File: src/rtl/pu_mac_sequencer_if.sv
// Host-bus and PU-side signal bundle for pu_mac_sequencer.
// The sequencer uses the slave modport; the host/PU side uses master.
interface pu_mac_sequencer_if #(
  parameter int DATA_WIDTH = 16,
  parameter int DEPTH      = 16
);
  localparam int LW = $clog2(DEPTH + 1);
  localparam int AW = $clog2(DEPTH);

  logic                  wr_en;
  logic                  wr_sel;
  logic [AW-1:0]         wr_addr;
  logic [DATA_WIDTH-1:0] wr_data;
  logic                  start;
  logic [LW-1:0]         len;
  logic                  busy;
  logic                  done;
  logic                  err;
  logic [DATA_WIDTH-1:0] result;
  logic                  pu_clr;
  logic                  pu_en;
  logic [DATA_WIDTH-1:0] pu_a;
  logic [DATA_WIDTH-1:0] pu_b;
  logic [DATA_WIDTH-1:0] pu_p;

  modport master (
    output wr_en, wr_sel, wr_addr, wr_data, start, len, pu_p,
    input  busy, done, err, result, pu_clr, pu_en, pu_a, pu_b
  );

  modport slave (
    input  wr_en, wr_sel, wr_addr, wr_data, start, len, pu_p,
    output busy, done, err, result, pu_clr, pu_en, pu_a, pu_b
  );
endinterface

File: src/rtl/pu_mac_sequencer.sv
// Drives one MAC PU through clear/stream/drain; done arrives len+PU_LATENCY+2 cycles after start.
// No backpressure: start and writes are honoured only in IDLE, otherwise dropped (never queued).
module pu_mac_sequencer #(
  parameter int DATA_WIDTH = 16,
  parameter int DEPTH      = 16,
  parameter int PU_LATENCY = 1
) (
  input logic               clk,
  input logic               reset,
  pu_mac_sequencer_if.slave bus
);
  localparam int LW = $clog2(DEPTH + 1);
  localparam int AW = $clog2(DEPTH);
  localparam int CW = (PU_LATENCY > 1) ? $clog2(PU_LATENCY) : 1;

  typedef enum logic [2:0] {
    S_IDLE,
    S_CLEAR,
    S_RUN,
    S_DRAIN,
    S_DONE
  } state_t;

  state_t                r_state;
  state_t                w_next;
  logic [LW-1:0]         r_len;
  logic [AW-1:0]         r_idx;
  logic [CW-1:0]         r_cnt;
  logic [DATA_WIDTH-1:0] r_result;
  logic                  r_err;
  logic [DATA_WIDTH-1:0] r_buf_a [DEPTH];
  logic [DATA_WIDTH-1:0] r_buf_b [DEPTH];

  logic w_len_ok;
  logic w_last_run;
  logic w_drain_end;
  logic w_idle;

  assign w_idle      = (r_state == S_IDLE);
  assign w_len_ok    = (bus.len != '0) && (bus.len <= LW'(DEPTH));
  assign w_last_run  = (LW'(r_idx) == (r_len - LW'(1)));
  assign w_drain_end = (r_cnt == '0);

  always_ff @(posedge clk or negedge reset) begin
    if (!reset) r_state <= S_IDLE;
    else        r_state <= w_next;
  end

  always_comb begin
    w_next = r_state;
    case (r_state)
      S_IDLE:  if (bus.start && w_len_ok) w_next = S_CLEAR;
      S_CLEAR: w_next = S_RUN;
      S_RUN:   if (w_last_run) w_next = S_DRAIN;
      S_DRAIN: if (w_drain_end) w_next = S_DONE;
      S_DONE:  w_next = S_IDLE;
      default: w_next = S_IDLE;
    endcase
  end

  // Buffers are writable only while idle, so a running job always sees a stable snapshot.
  always_ff @(posedge clk or negedge reset) begin
    if (!reset) begin
      for (int i = 0; i < DEPTH; i++) begin
        r_buf_a[i] <= '0;
        r_buf_b[i] <= '0;
      end
    end else if (w_idle && bus.wr_en) begin
      if (bus.wr_sel) r_buf_b[bus.wr_addr] <= bus.wr_data;
      else            r_buf_a[bus.wr_addr] <= bus.wr_data;
    end
  end

  always_ff @(posedge clk or negedge reset) begin
    if (!reset) begin
      r_len    <= '0;
      r_idx    <= '0;
      r_cnt    <= '0;
      r_result <= '0;
      r_err    <= 1'b0;
    end else begin
      r_err <= w_idle && bus.start && !w_len_ok;
      case (r_state)
        S_IDLE: begin
          if (bus.start && w_len_ok) begin
            r_len <= bus.len;
            r_idx <= '0;
          end
        end
        S_RUN: begin
          // Hold idx on the final pair so len=DEPTH never wraps the index.
          if (w_last_run) r_cnt <= CW'(PU_LATENCY - 1);
          else            r_idx <= r_idx + AW'(1);
        end
        S_DRAIN: begin
          if (w_drain_end) r_result <= bus.pu_p;
          else             r_cnt    <= r_cnt - CW'(1);
        end
        default: ;
      endcase
    end
  end

  assign bus.busy   = !w_idle;
  assign bus.done   = (r_state == S_DONE);
  assign bus.err    = r_err;
  assign bus.result = r_result;
  assign bus.pu_clr = (r_state == S_CLEAR);
  assign bus.pu_en  = (r_state == S_RUN);
  assign bus.pu_a   = (r_state == S_RUN) ? r_buf_a[r_idx] : '0;
  assign bus.pu_b   = (r_state == S_RUN) ? r_buf_b[r_idx] : '0;
endmodule

File: src/flat_wrapper.sv
// flat-port wrapper written by rule: the top's interface ports become plain ports
module pu_mac_sequencer_flat 
#(
  parameter int DATA_WIDTH = 16,
  parameter int DEPTH      = 16,
  parameter int PU_LATENCY = 1
)
  (clk, reset, bus_wr_en, bus_wr_sel, bus_wr_addr, bus_wr_data, bus_start, bus_len, bus_pu_p, bus_busy, bus_done, bus_err, bus_result, bus_pu_clr, bus_pu_en, bus_pu_a, bus_pu_b);
  pu_mac_sequencer_if #(.DATA_WIDTH(DATA_WIDTH), .DEPTH(DEPTH)) bus_i ();
  input logic clk;
  input logic reset;
  input wire logic [$bits(bus_i.wr_en)-1:0] bus_wr_en;
  input wire logic [$bits(bus_i.wr_sel)-1:0] bus_wr_sel;
  input wire logic [$bits(bus_i.wr_addr)-1:0] bus_wr_addr;
  input wire logic [$bits(bus_i.wr_data)-1:0] bus_wr_data;
  input wire logic [$bits(bus_i.start)-1:0] bus_start;
  input wire logic [$bits(bus_i.len)-1:0] bus_len;
  input wire logic [$bits(bus_i.pu_p)-1:0] bus_pu_p;
  output wire logic [$bits(bus_i.busy)-1:0] bus_busy;
  output wire logic [$bits(bus_i.done)-1:0] bus_done;
  output wire logic [$bits(bus_i.err)-1:0] bus_err;
  output wire logic [$bits(bus_i.result)-1:0] bus_result;
  output wire logic [$bits(bus_i.pu_clr)-1:0] bus_pu_clr;
  output wire logic [$bits(bus_i.pu_en)-1:0] bus_pu_en;
  output wire logic [$bits(bus_i.pu_a)-1:0] bus_pu_a;
  output wire logic [$bits(bus_i.pu_b)-1:0] bus_pu_b;
  assign bus_i.wr_en = bus_wr_en;
  assign bus_i.wr_sel = bus_wr_sel;
  assign bus_i.wr_addr = bus_wr_addr;
  assign bus_i.wr_data = bus_wr_data;
  assign bus_i.start = bus_start;
  assign bus_i.len = bus_len;
  assign bus_i.pu_p = bus_pu_p;
  assign bus_busy = bus_i.busy;
  assign bus_done = bus_i.done;
  assign bus_err = bus_i.err;
  assign bus_result = bus_i.result;
  assign bus_pu_clr = bus_i.pu_clr;
  assign bus_pu_en = bus_i.pu_en;
  assign bus_pu_a = bus_i.pu_a;
  assign bus_pu_b = bus_i.pu_b;
  pu_mac_sequencer #(.DATA_WIDTH(DATA_WIDTH), .DEPTH(DEPTH), .PU_LATENCY(PU_LATENCY)) u_core (.clk(clk), .reset(reset), .bus(bus_i));
endmodule
File: config.mk
export PLATFORM = sky130hd
export DESIGN_NAME = pu_mac_sequencer_flat
export DESIGN_NICKNAME = d
export VERILOG_FILES = /design/src/rtl/pu_mac_sequencer_if.sv /design/src/rtl/pu_mac_sequencer.sv /design/src/flat_wrapper.sv
export SDC_FILE = /design/constraint.sdc
export NUM_CORES = 1
export LEC_CHECK = 0
export ABC_AREA = 1
export CELL_PAD_IN_SITES_DETAIL_PLACEMENT = 0
export CELL_PAD_IN_SITES_GLOBAL_PLACEMENT = 1
export CORE_ASPECT_RATIO = 1.5
export CORE_UTILIZATION = 44
export DETAILED_ROUTE_END_ITERATION = 12
export MAX_ROUTING_LAYER = met4
export PLACE_DENSITY = 0.81
export SYNTH_ARGS = -nofsm -noshare
export SYNTH_HDL_FRONTEND = slang
export SYNTH_SLANG_ARGS = --single-unit
File: constraint.sdc
create_clock -name clk -period 4.7 [get_ports clk]
set_input_delay 1.41 -clock clk [delete_from_list [all_inputs] [get_ports clk]]
set_output_delay 1.41 -clock clk [all_outputs]
set_load 0.005 [all_outputs]
==> results of run 1 <==
## timing repair
action,4_1_cts,5_1_grt
gates resized for setup,1,3
buffers inserted,1,2
endpoints found under the setup margin,2,9
## final timing paths
check / startpoint / slack (ns) / cells after the start / to
max: u_core.r_idx[3] / 0.12 / 5 / bus_pu_a[13]
min: u_core.bus.result[5] / 0.47 / 2 / u_core.bus.result[5]
max reg2reg: u_core.r_idx[3] / 2.34 / 8 / u_core.r_state[0]
min reg2reg: u_core.bus.result[5] / 0.47 / 2 / u_core.bus.result[5]
max in group asynchronous: reset / 2.72 / 2 / u_core.r_buf_b[244]
min in group asynchronous: reset / 0.85 / 1 / u_core.r_buf_b[41]
## cell usage after synthesis
library cell,count
sky130_fd_sc_hd__buf_1,23
sky130_fd_sc_hd__inv_1,60
sky130_fd_sc_hd__xor2_1,2
sky130_fd_sc_hd__nand2_4,20
sky130_fd_sc_hd__a21oi_1,55
sky130_fd_sc_hd__nand4_1,3
sky130_fd_sc_hd__nor2_1,453
sky130_fd_sc_hd__nand3_1,137
sky130_fd_sc_hd__nor3_4,1
sky130_fd_sc_hd__nor3b_4,1
sky130_fd_sc_hd__a21boi_0,2
sky130_fd_sc_hd__o21ai_0,597
sky130_fd_sc_hd__clkbuf_8,2
sky130_fd_sc_hd__nor3_2,1
sky130_fd_sc_hd__clkbuf_2,3
sky130_fd_sc_hd__clkinv_1,1
sky130_fd_sc_hd__clkbuf_1,129
sky130_fd_sc_hd__nor3_1,1
sky130_fd_sc_hd__inv_2,3
sky130_fd_sc_hd__buf_12,2
sky130_fd_sc_hd__buf_6,28
sky130_fd_sc_hd__o21ai_2,39
sky130_fd_sc_hd__dfrtp_1,541
sky130_fd_sc_hd__o211ai_1,42
sky130_fd_sc_hd__nand3b_1,1
sky130_fd_sc_hd__o21ai_1,128
sky130_fd_sc_hd__nand2_2,1
sky130_fd_sc_hd__nand2_1,683
sky130_fd_sc_hd__buf_4,2
sky130_fd_sc_hd__ha_1,2
sky130_fd_sc_hd__buf_2,68
## power groups by stage
stage	logic [uW]	registers (uW)	clock network (uW)
after global placement	6560	6970	0
final	6780	6950	4350
after CTS	6730	6940	4430
after global routing	7590	7100	4630
after detailed placement	6660	7030	0
after floorplan	4390	6720	0
## stage by stage
step | utilization, % | cell area, um2 | hold WS, ns | total power, uW
after global routing | 50.51 | 28270 | 0.4899 | 19320
after CTS | 50.44 | 28230 | 0.4747 | 18100
after global placement | 47.29 | 26470 | 0.4573 | 13530
final | 50.51 | 28270 | 0.4720 | 18080
after floorplan | - | 24980 | 0.4478 | 11110
after detailed placement | 47.29 | 26470 | 0.4595 | 13690
## final cells by class
type                    instances  area [um2]
well taps                     756       945.9
clock inverters                14       202.7
fillers                      5377       27700
multi-input cells            2169        9887
flip-flops and latches        541       13550
inverters                      64       246.5
clock buffers                  82        1545
repair buffers                183        1893
diodes                          1       2.502
## registers in the layout (all words and copies together) (netlist names)
signal,cells
u_core.r_buf_a,256
u_core.r_buf_b,256
u_core.bus.result,16
u_core.r_len,5
u_core.r_idx,4
u_core.r_state,3
u_core.bus.err,1
## metal layers
metal	up-vias	share of wire, %	track usage, %
li1	9903	-	-
met1	10140	42	34.51
met2	628	48	44.79
met3	147	5.8	3.817
met4	0	4.4	12.00
met5	-	0	-
## placed cells by master, fill, tap and decap left out, drive strengths merged
| master | netlist | routed |
|---|---|---|
| nor3 | 3 | 3 |
| inv | 63 | 64 |
| nor2 | 453 | 453 |
| o211ai | 42 | 42 |
| clkinv | 1 | 9 |
| nand3 | 137 | 137 |
| nand3b | 1 | 1 |
| o21ai | 764 | 764 |
| buf | 123 | 86 |
| bufinv | 0 | 5 |
| clkdlybuf4s50 | 0 | 97 |
| nand4 | 3 | 3 |
| dfrtp | 541 | 541 |
| a21boi | 2 | 2 |
| nor3b | 1 | 1 |
| a21oi | 55 | 55 |
| xor2 | 2 | 2 |
| diode | 0 | 1 |
| nand2 | 704 | 704 |
| ha | 2 | 2 |
| clkbuf | 134 | 82 |
## worst max-delay path, delay by kind of cell (launching register included)
kind	cells	cell delay, ns
AND/OR/NAND/NOR	1	0.15
buffers and inverters	3	1.91
AO/OA/AOI/OAI	1	0.14
flip-flops	1	0.34
## cells by family (layout without fill, tap and decap cells)
kind of cell             after synthesis  in the layout  synth area share, %
AND/OR/NAND/NOR                     1302           1302                21.05
AO/OA/AOI/OAI                        863            863                18.32
flip-flops                           541            541                54.20
buffers and inverters                321            343                6.262
adder cells (fa/ha/maj)                2              2               0.1002
XOR/XNOR                               2              2              0.07014
other                                  0              1                    0
==> impl_summary.log, run 1 <==
[metrics] outcome: finished, final reports clean
[metrics] arrival time of the worst setup path: 3.17 ns
[metrics] mean routed wirelength per cell: 19.91 um
[metrics] pin count of the biggest net entering global routing: 100
[metrics] MaxCap Viol Count: 0
[metrics] CTS H-tree depth: 2
[metrics] Cell Pwr Density: 639.4 nW/um2
[metrics] Net count, final: 3060
[metrics] initial detailed-routing violation count: 1671
[metrics] clock tree sinks: 541
[metrics] hold buffer count at cts: 0
[metrics] setup TNS after final layout: 0 ns
[metrics] worst max-slew margin expressed relative to the limit: 15.91%
[metrics] Clk network pwr share: 24.1%
[metrics] synthesis-to-finish area growth: 13.18%
[metrics] average vias per placed instance: 5.465
[metrics] GRT Residual Overflow: 0
[metrics] TritonCTS clock tree: done
[metrics] post-synthesis instance total: 3031
[metrics] number of remaining DRC errors: 0
[metrics] Worst-Margin Slew: 1.260 ns
[metrics] Switching Share: 37.99%
[metrics] Ports: 99
[metrics] area share of the largest cell type after synthesis: 54.20%
[metrics] area of the mapped netlist: 24980 um2
[metrics] clock latency reported for the late side of the worst-skew pair: 0.60 ns
[metrics] synthesis-stage register bit count: 541
[metrics] worst slack at placement: 0.6075 ns
[metrics] unrepaired setup endpoints after global routing: false
[metrics] overall global routing resource usage: 27.62%
[metrics] worst-path fanout max: 15
[metrics] CTS buffer count: 53
[metrics] overall via count from detail_route: 20820
[metrics] Highest Clock Rate: 218.2 MHz
[metrics] overall routed net length: 75.87 mm
[metrics] setup violators final: 0
[metrics] placed cell count: 3710
[metrics] Pleak: 0.01302 uW
[metrics] Worst Setup Path Type: reg -> out
[metrics] Clk pin slew, worst setup/hold paths: 0.06 ns
[metrics] smallest setup slack after layout: 0.1168 ns
[metrics] part of the power in registers: 38.4%
[metrics] HP Class: reg -> reg
[metrics] fin cells: 3810
[metrics] vias in the first global route: 20540
[metrics] share of cells above drive strength 1: 7.763%
[metrics] number of endpoints with negative hold slack in the final report: 0
[metrics] quantity of I/O buffers inserted on ports: 98
[metrics] number of warnings printed during yosys synthesis: 0
[metrics] residual antenna-violating net count after detailed routing: 0
[metrics] nets in the synthesized netlist: 3079
[metrics] vertical die dimension: 293.8 um
[metrics] cell accounting for the most synthesized area: sky130_fd_sc_hd__dfrtp_1
[metrics] final max-slew violation count: 0
[metrics] delay of the slowest critical-path stage: 0.88 ns
[metrics] portion of the post-synthesis area used by sequential elements: 54.20%
[metrics] row cnt: 106
[metrics] minimum period implied by the final worst setup slack: 4.583 ns
[metrics] average size of a mapped cell: 8.241 um2
[metrics] post-route clock skew: 0.007595 ns
[metrics] Die Footprint: 57740 um2
[metrics] element type at the critical path end: output pin
[metrics] TritonRoute pass-1 iters: 5
[metrics] share of the clock period used by the worst path after layout: 97.52%
[metrics] Root Driver: sky130_fd_sc_hd__clkbuf_16
[metrics] switching power summed over all nets: 6867 uW
[metrics] width of the chip: 196.5 um
[metrics] initial antenna violation count: 4
[metrics] Area contributors post-synth: sky130_fd_sc_hd__dfrtp_1 (54%), sky130_fd_sc_hd__o21ai_0 (12%), sky130_fd_sc_hd__nand2_1 (10%)
[metrics] initial core utilization: 44.63%
[metrics] placer congestion estimate: 0.8417
[metrics] sum of net half-perimeters after detailed placement: 45.01 mm
[metrics] number of buffers on the longest clock path: 3
[metrics] cells along the critical path: clkinv_1 -> buf_4 -> nand3_1 -> a21oi_1 -> clkdlybuf4s50_1
[metrics] required time of the critical path: 3.29 ns
[metrics] worst voltage drop across the vdd grid: 344.5 uV
[metrics] first-pass GRT wire length: 118.8 mm
[metrics] P_int: 11210 uW
[metrics] placeable core area: 55970 um2
[metrics] Logic pwr share: 37.5%
[metrics] number of unique standard cell types used by synthesis: 31
[metrics] Crit-path slowest cell: sky130_fd_sc_hd__clkinv_1
[metrics] startpoint types: flop
Note: power is estimated with default switching activity, not from simulation.
==> run 2: changes to the inputs <==
CORE_UTILIZATION = 40   (was 44)
CTS_BUF_LIST = sky130_fd_sc_hd__clkbuf_16   (was not set)
PLACE_DENSITY = 0.75   (was 0.81)
==> run 2 against run 1 <==
Against the previous run: sequential power about the same; maximum frequency decreased by 0.41%; non-clock buffer count down 19; hold slack got worse by 0.0012 ns; routed wire length rose by 3.0%; register-to-register slack better by 0.37 ns; via count about the same; flip-flop and latch count unchanged; cell count increased by 0.47%; critical path type unchanged.
==> impl_summary.log, run 2 (synthesis results as in run 1) <==
[metrics] startpoint types: flop
[metrics] average vias per placed instance: 5.441 (-0.43%)
[metrics] setup TNS after final layout: 0 ns (unchanged)
[metrics] P_int: 11040 uW (-1.5%)
[metrics] met3 global-route usage: 3.339% (-0.48 points)
[metrics] initial detailed-routing violation count: 1759 (+5.3%)
[metrics] initial core utilization: 40.69% (-3.9 points)
[metrics] switching power summed over all nets: 6920 uW (+0.77%)
[metrics] Switching Share: 38.52% (+0.53 points)
[metrics] number of endpoints with negative hold slack in the final report: 0 (unchanged)
[metrics] CTS H-tree depth: 2 (unchanged)
[metrics] delay of the slowest critical-path stage: 0.64 ns (-0.24 ns)
[metrics] Clk network pwr share: 24.1% (about the same)
[metrics] initial antenna violation count: 3 (-1)
[metrics] synthesis-to-finish area growth: 12.70%
[metrics] pin count of the biggest net entering global routing: 112 (+12%)
[metrics] element type at the critical path end: output pin
[metrics] clock tree sinks: 541 (unchanged)
[metrics] number of remaining DRC errors: 0 (unchanged)
[metrics] placer congestion estimate: 0.8309 (-1.3%)
[metrics] residual antenna-violating net count after detailed routing: 0 (unchanged)
[metrics] required time of the critical path: 3.29 ns (about the same)
[metrics] vertical die dimension: 308.1 um (+4.8%)
[metrics] post-route clock skew: 0.01400 ns (+0.006404 ns)
[metrics] worst max-slew margin expressed relative to the limit: 21.31% (+5.4 points)
[metrics] Pleak: 0.01298 uW (-0.35%)
[metrics] Crit-path slowest cell: sky130_fd_sc_hd__dfrtp_4
[metrics] worst voltage drop across the vdd grid: 332.9 uV (-3.4%)
[metrics] placed cell count: 3727 (+0.46%)
[metrics] GRT Residual Overflow: 0 (unchanged)
[metrics] Worst Setup Path Type: reg -> out
[metrics] Ports: 99 (unchanged)
[metrics] Worst-Margin Slew: 1.180 ns (-0.07972 ns)
[metrics] commonest non-fill, non-tap cell in the layout: sky130_fd_sc_hd__nand2_1
[metrics] Net count, final: 3044 (-0.52%)
[metrics] sum of net half-perimeters after detailed placement: 45.15 mm (+0.32%)
[metrics] first-pass GRT wire length: 120.8 mm (+1.7%)
[metrics] Highest Clock Rate: 217.3 MHz (-0.41%)
[metrics] outcome: finished, final reports clean
[metrics] setup violators final: 0 (unchanged)
[metrics] share of cells above drive strength 1: 7.086% (-0.68 points)
[metrics] fin cells: 3828 (+0.47%)
[metrics] worst-path fanout max: 94 (+79)
[metrics] Cell Pwr Density: 638.1 nW/um2 (-0.21%)
[metrics] final max-slew violation count: 0 (unchanged)
[metrics] GR Util met1: 32.09% (-2.4 points)
[metrics] MaxCap Viol Count: 0 (unchanged)
[metrics] cells along the critical path: buf_16 -> nor2_1 -> nor2_1 -> o21ai_0 -> nand3_1 -> nand3_1 -> a21oi_1 -> clkdlybuf4s50_1
[metrics] row cnt: 111 (+4.7%)
[metrics] Clk pin slew, worst setup/hold paths: 0.06 ns (about the same)
[metrics] overall routed net length: 78.13 mm (+3.0%)
[metrics] HP Class: reg -> reg
[metrics] met2 usage: 41.92% (-2.9 points)
[metrics] share of the clock period used by the worst path after layout: 97.92% (+0.40 points)
[metrics] TritonCTS clock tree: done
[metrics] CTS buffer count: 56 (+5.7%)
[metrics] Root Driver: sky130_fd_sc_hd__clkbuf_16
[metrics] Die Footprint: 63470 um2 (+9.9%)
[metrics] mean routed wirelength per cell: 20.41 um (+2.5%)
[metrics] TritonRoute pass-1 iters: 5 (unchanged)
[metrics] vias in the first global route: 20700 (+0.79%)
[metrics] width of the chip: 206.0 um (+4.8%)
[metrics] overall via count from detail_route: 20830 (+0.043%)
[metrics] part of the power in registers: 38.7% (+0.3 points)
[metrics] quantity of I/O buffers inserted on ports: 98 (unchanged)
[metrics] number of buffers on the longest clock path: 3 (unchanged)
[metrics] total power consumption of the routed design: 17960 uW (-0.63%)
[metrics] clock latency reported for the late side of the worst-skew pair: 0.63 ns (+0.03 ns)
[metrics] most frequent cells in the layout: sky130_fd_sc_hd__nand2_1 (683), sky130_fd_sc_hd__o21ai_0 (597), sky130_fd_sc_hd__dfrtp_1 (538)
[metrics] unrepaired setup endpoints after global routing: true
[metrics] arrival time of the worst setup path: 3.19 ns (+0.02 ns)
[metrics] global routing's busiest layer: met2
[metrics] placeable core area: 61390 um2 (+9.7%)
[metrics] minimum period implied by the final worst setup slack: 4.602 ns (+0.01877 ns)
[metrics] overall global routing resource usage: 25.55% (-2.1 points)
[metrics] Logic pwr share: 37.1% (-0.4 points)
-- run 2: power groups by stage --
| stage | clock network [uW] | registers, uW | logic [uW] |
|---|---|---|---|
| 3_3_place_gp | 0 | 6950 | 6480 |
| 6_report | 4330 | 6960 | 6670 |
| 5_1_grt | 4590 | 7120 | 7510 |
| 4_1_cts | 4420 | 6940 | 6610 |
| 2_1_floorplan | 0 | 6720 | 4390 |
| 3_5_place_dp | 0 | 7010 | 6580 |
-- run 2: layer usage --
metal	routed length (um)	share of wire (%)
met5	0	0
met4	2645	3.4
met3	4375	5.6
met2	37610	48
met1	33490	43
-- run 2: cell type report --
| cell class | instances | area [um2] |
|---|---|---|
| clock inverter | 39 | 301.5 |
| fill | 6109 | 33240 |
| sequential | 541 | 13550 |
| multi-input combinational | 2169 | 9894 |
| inverter | 64 | 249.0 |
| antenna | 3 | 7.507 |
| timing repair buffer | 164 | 1735 |
| clock buffer | 57 | 1426 |
| tap | 791 | 989.7 |
-- run 2: critical path: cells and delay by family, from the launching register on --
family	cells	cell delay, ns
buffers and inverters	2	0.96
flip-flops	1	0.64
AO/OA/AOI/OAI	2	0.44
AND/OR/NAND/NOR	4	0.41
-- run 2: worst paths after layout --
kind | depth (start not counted) | endpoint | slack [ns] | start
min in group asynchronous | 1 | u_core.r_buf_a[219] | 0.78 | reset
worst max register to register | 7 | u_core.r_buf_b[148] | 2.71 | u_core.r_state[0]
max in group asynchronous | 2 | u_core.bus.result[6] | 2.70 | reset
worst max-delay path | 8 | bus_pu_a[12] | 0.1 | u_core.r_idx[0]
worst min register to register | 2 | u_core.bus.result[1] | 0.47 | u_core.bus.result[1]
worst min-delay path | 2 | u_core.bus.result[1] | 0.47 | u_core.bus.result[1]
-- run 2: timing repair --
item                                   in CTS  in global routing
buffers inserted                            0                  1
endpoints found under the hold margin       0                  0
setup endpoints to repair                   1                 10
cloned                                      0                  1
gates resized for setup                     1                 10
hold buffers                                0                  0
-- run 2: per-stage QoR --
stage	hold slack (ns)	setup WS [ns]	utilization, %	area [um2]
2_1_floorplan	0.4478	1.817	-	24980
6_report	0.4709	0.09798	45.86	28150
3_5_place_dp	0.4585	0.6742	42.88	26330
3_3_place_gp	0.4550	0.6533	42.88	26330
4_1_cts	0.4717	0.02670	45.71	28060
5_1_grt	0.4969	-0.009816	45.85	28150
